`src/rtl/peak_detect_4bit.sv`:
```
// Windowed peak detector: reports max, first-peak index and tie count every WINDOW samples.
// Latency: out_valid is visible the cycle after the WINDOW-th accept; in_ready drops while a result waits.
// Optional macro PEAK_DETECT_UNSIGNED_EN selects an unsigned compare instead of signed.
module peak_detect_4bit #(
  parameter int WINDOW = 8,
  parameter int CNT_W  = 4
) (
  input  logic             clk,
  input  logic             rst_n,
  input  logic             in_valid,
  output logic             in_ready,
  input  logic [3:0]       in_data,
  input  logic             clear,
  output logic             out_valid,
  input  logic             out_ready,
  output logic [3:0]       out_max,
  output logic [CNT_W-1:0] out_max_idx,
  output logic [CNT_W:0]   out_tie_cnt,
  output logic             busy
);

  localparam logic [CNT_W-1:0] LAST_IDX = CNT_W'(WINDOW - 1);

  typedef enum logic [1:0] {
    IDLE  = 2'd0,
    TRACK = 2'd1,
    DONE  = 2'd2
  } state_t;

  state_t           state, state_nxt;
  logic [CNT_W-1:0] count;
  logic [3:0]       cur_max;
  logic [CNT_W-1:0] cur_idx;
  logic [CNT_W:0]   cur_tie;

  logic             accept;
  logic             sample_gt;
  logic             sample_eq;
  logic             done_load;
  logic [3:0]       nxt_max;
  logic [CNT_W-1:0] nxt_idx;
  logic [CNT_W:0]   nxt_tie;

  // Magnitude compare of all 4 bits; the sign-bit XOR turns it into a signed compare.
  function automatic logic greater(input logic [3:0] a, input logic [3:0] b);
`ifdef PEAK_DETECT_UNSIGNED_EN
    return (a > b);
`else
    return (a > b) ^ (a[3] ^ b[3]);
`endif
  endfunction

  assign in_ready  = (state != DONE);
  assign busy      = (state == TRACK);
  assign accept    = in_valid && in_ready;
  assign sample_gt = greater(in_data, cur_max);
  assign sample_eq = (in_data == cur_max);

  always_comb begin
    nxt_max = cur_max;
    nxt_idx = cur_idx;
    nxt_tie = cur_tie;
    if (sample_gt) begin
      nxt_max = in_data;
      nxt_idx = count;
      nxt_tie = (CNT_W+1)'(1);
    end else if (sample_eq) begin
      nxt_tie = cur_tie + (CNT_W+1)'(1);
    end
  end

  always_comb begin
    state_nxt = state;
    done_load = 1'b0;
    if (clear) begin
      state_nxt = IDLE;
    end else begin
      case (state)
        IDLE:  if (accept) state_nxt = TRACK;
        TRACK: begin
          if (accept && (count == LAST_IDX)) begin
            state_nxt = DONE;
            done_load = 1'b1;
          end
        end
        DONE:  if (out_ready) state_nxt = IDLE;
        default: state_nxt = IDLE;
      endcase
    end
  end

  always_ff @(posedge clk or negedge rst_n) begin
    if (!rst_n) state <= IDLE;
    else        state <= state_nxt;
  end

  always_ff @(posedge clk or negedge rst_n) begin
    if (!rst_n) begin
      count       <= '0;
      cur_max     <= '0;
      cur_idx     <= '0;
      cur_tie     <= '0;
      out_valid   <= 1'b0;
      out_max     <= '0;
      out_max_idx <= '0;
      out_tie_cnt <= '0;
    end else if (clear) begin
      count       <= '0;
      cur_max     <= '0;
      cur_idx     <= '0;
      cur_tie     <= '0;
      out_valid   <= 1'b0;
      out_max     <= '0;
      out_max_idx <= '0;
      out_tie_cnt <= '0;
    end else begin
      case (state)
        IDLE: begin
          if (accept) begin
            cur_max <= in_data;
            cur_idx <= '0;
            cur_tie <= (CNT_W+1)'(1);
            count   <= CNT_W'(1);
          end
        end
        TRACK: begin
          if (accept) begin
            cur_max <= nxt_max;
            cur_idx <= nxt_idx;
            cur_tie <= nxt_tie;
            count   <= done_load ? '0 : count + CNT_W'(1);
          end
          // Publish the running values including this final sample.
          if (done_load) begin
            out_valid   <= 1'b1;
            out_max     <= nxt_max;
            out_max_idx <= nxt_idx;
            out_tie_cnt <= nxt_tie;
          end
        end
        DONE: begin
          if (out_ready) out_valid <= 1'b0;
        end
        default: ;
      endcase
    end
  end

endmodule

```
`config.mk`:
```
export PLATFORM = sky130hd
export DESIGN_NAME = peak_detect_4bit
export DESIGN_NICKNAME = d
export VERILOG_FILES = /design/src/rtl/peak_detect_4bit.sv
export SDC_FILE = /design/constraint.sdc
export NUM_CORES = 1
export LEC_CHECK = 0
export BUFFER_PORTS_ARGS = -buffer_cell sky130_fd_sc_hd__buf_2
export CAP_MARGIN = 30
export CORE_MARGIN = 4
export CORE_UTILIZATION = 61
export DETAILED_ROUTE_END_ITERATION = 10
export PLACE_DENSITY = 0.84
export SLEW_MARGIN = 5
export SYNTH_ARGS = -nofsm -noshare
export SYNTH_HDL_FRONTEND = slang
export SYNTH_SLANG_ARGS = --single-unit
```
`constraint.sdc`:
```
create_clock -name clk -period 4.75 [get_ports clk]
set_input_delay 0.475 -clock clk [delete_from_list [all_inputs] [get_ports clk]]
set_output_delay 0.475 -clock clk [all_outputs]
set_load 0.1 [all_outputs]
```
==> impl_metrics.ini <==
[synth]
yosys_warnings = 0
syn_avg_cell_area_sq_um = 10.2
ys_ff_latch = 33
synth_area_sq_mm = 0.00180
ys_seq_area_share_pct = 45.8
synth_edf_count = 0
async_flop_share_pct = 100
syn_inst = 177
synth_nets = 192
synth.distinct_cells = 48
synth_flop_cell = dfrtp_1

[worst_setup_path]
path_class = flip-flop to flip-flop
critPathCaptureType = flip-flop
rr_startpoint = count[0]$_DFFE_PN0P_
worst_ep_arrival_time_ps = 2490
start_kind = flip-flop
crit_fanout = 15
r2r_end = out_tie_cnt[1]$_DFFE_PN0P_
reg2regPathDepth = 5
required_ps = 5000
rrSetupSlack_ps = 2520

[floorplan]
fp.coreArea_sq_mm = 0.00278
start_util_pct = 64.8
die_w_um = 62.3
die_h_um = 62.3
pin_count = 25
num_rows = 19
die_area_sq_mm = 0.00389

[sta]
rsz0062_at_grt = no
hold_viol = 0
maxSlewViolCount = 0
skew_ps = 5.20
worstMarginPinSlew_ps = 920
slew_headroom_pct = 38.3
period_share_pct = 47.0
fin_crit_ps = 2230
finalSetupViolations = 0
fin_setup_tns_ps = 0
max_clock_freq_mhz = 447

[clocking]
cts_hold_buf = 0
cts_buffer_depth = 2
clock_latency_ps = 340
postCtsSetupRepairBufs = 0
postCtsResizedCells = 0
htreeDepth = 2
cts_tree = built
numCtsBuffers = 5
root_buffer = clkbuf_4
clkTransAtPathRegs_ps = 110
cts.sinks = 33

[pwr]
p_leak_nw = 0.934
peakVddDrop_v = 0.000260
finalPower_uw = 604
power.density_mw_per_mm2 = 303

[routing]
drt_iter0_markers = 109
dr_total_vias = 1566
wl_per_cell_um = 18.7
ant_nets = 0
routed_wl_mm = 4.31
avgViaCountPerCell = 6.81
drc_errors = 0
drt_pass1_iterations = 4

[placement]
dp_hpwl_mm = 3.02
dp_cells = 222
gp_congestion = 0.819
io_buffers = 24

[finish]
final_common_cell = dfrtp_1
final_nets = 213
final_cell_mix = dfrtp_1, buf_2, nor2_1, nand2_1
area_delta_synth_final_pct = 10.6
diodes = 0
fin_cells = 230
drive_gt1_share_pct = 19.6

[global_route]
grt_usage_pct = 24.9
antenna_found_initial = 0
grt_pass1_vias = 1609
grt_pass1_wl_mm = 7.80
overflow = 0
grt_max_degree = 34

[outcome]
outcome = complete, no violations

[run]
cap_violations = 0

[worst_hold_path]
hp-class = input pin to async pin
-- synthesized netlist by cell type, drive strengths merged, types with 2 or more instances --
cell type | count | area, sq um
o21ai | 7 | 35.0
xor2 | 2 | 17.5
o211ai | 3 | 27.5
a32oi | 6 | 52.6
nor2 | 12 | 45.0
a21oi | 10 | 53.8
a31o | 3 | 26.3
nand2b | 4 | 25.0
ha | 6 | 75.1
nor2b | 3 | 18.8
buf | 6 | 42.5
clkbuf | 5 | 18.8
a22o | 5 | 43.8
nand3 | 9 | 45.0
o31ai | 4 | 30.0
nand2 | 12 | 47.6
nor3 | 2 | 15.0
dfrtp | 33 | 826
mux2i | 5 | 50.1
nand4 | 9 | 56.3
nor3b | 2 | 15.0
a32o | 5 | 50.1
o311ai | 2 | 17.5
inv | 5 | 18.8
-- routing by layer --
layer | wire length [um] | track usage [%] | vias to the layer above
met5 | 0 | 0 | -
met1 | 1840 | 32.2 | 775
met2 | 2090 | 38.7 | 66
met4 | 80 | 9.55 | 0
li1 | - | - | 714
met3 | 296 | 7.93 | 11
-- sequential cells by signal, summed over array words and instances, names as in the netlist --
name         count
cur_idx          4
out_valid        1
out_tie_cnt      5
cur_max          4
out_max_idx      4
cur_tie          5
out_max          4
count            4
state            2
-- where the power goes --
| group | total, mW | switching, mW | internal [mW] |
|---|---|---|---|
| registers | 0.293 | 0.00700 | 0.286 |
| clock network | 0.225 | 0.0996 | 0.126 |
| logic | 0.0858 | 0.0582 | 0.0275 |
| total | 0.604 | 0.165 | 0.439 |
-- stage by stage --
step	hold WS (ps)	instance area [sq um]	util [%]	setup WS, ps
after global placement	462	1900	68.3	2470
after CTS	199	1990	71.6	2540
after detailed placement	481	1910	68.6	2370
after floorplan	179	1800	-	2670
after global routing	213	1990	71.6	2240
final	188	1990	71.6	2520
-- layout make-up --
| cell class | count | area (sq um) |
|---|---|---|
| clock inverters | 1 | 30.0 |
| fillers | 215 | 790 |
| well taps | 31 | 38.8 |
| inverters | 5 | 18.8 |
| repair buffers | 25 | 128 |
| clock buffers | 7 | 55.1 |
| multi-input cells | 128 | 896 |
| flip-flops and latches | 33 | 826 |
-- worst max path at each step --
stage | startpoint | cells past startpoint | endpoint
global route | count[0]$_DFFE_PN0P_ | 5 | out_tie_cnt[1]$_DFFE_PN0P_
CTS | count[0]$_DFFE_PN0P_ | 5 | out_tie_cnt[1]$_DFFE_PN0P_
finish | count[0]$_DFFE_PN0P_ | 5 | out_tie_cnt[1]$_DFFE_PN0P_
floorplan | state[1]$_DFFE_PN0P_ | 6 | out_max[0]$_DFFE_PN0P_
global placement | in_data[3] | 7 | cur_max[2]$_DFFE_PN0P_
detailed placement | in_data[3] | 7 | cur_tie[3]$_DFFE_PN0P_
-- cells by family (layout without fill, tap and decap cells) --
| kind of cell | after synthesis | in the layout | synth area share [%] |
|---|---|---|---|
| flops | 33 | 33 | 45.8 |
| mux | 6 | 6 | 3.40 |
| xor+xnor | 3 | 3 | 1.46 |
| buf+inv | 16 | 38 | 4.44 |
| simple gates | 61 | 61 | 18.5 |
| compound gates | 52 | 52 | 22.2 |
| fa+ha+maj | 6 | 6 | 4.17 |
-- worst max-delay path, cell delays in order, from the launching register on --
cell	delay, ps
dfrtp_1	460
ha_1	260
nand4b_1	190
nor3_2	740
nand3_1	260
o21ai_0	240
Power figures use the tool's default switching activity.
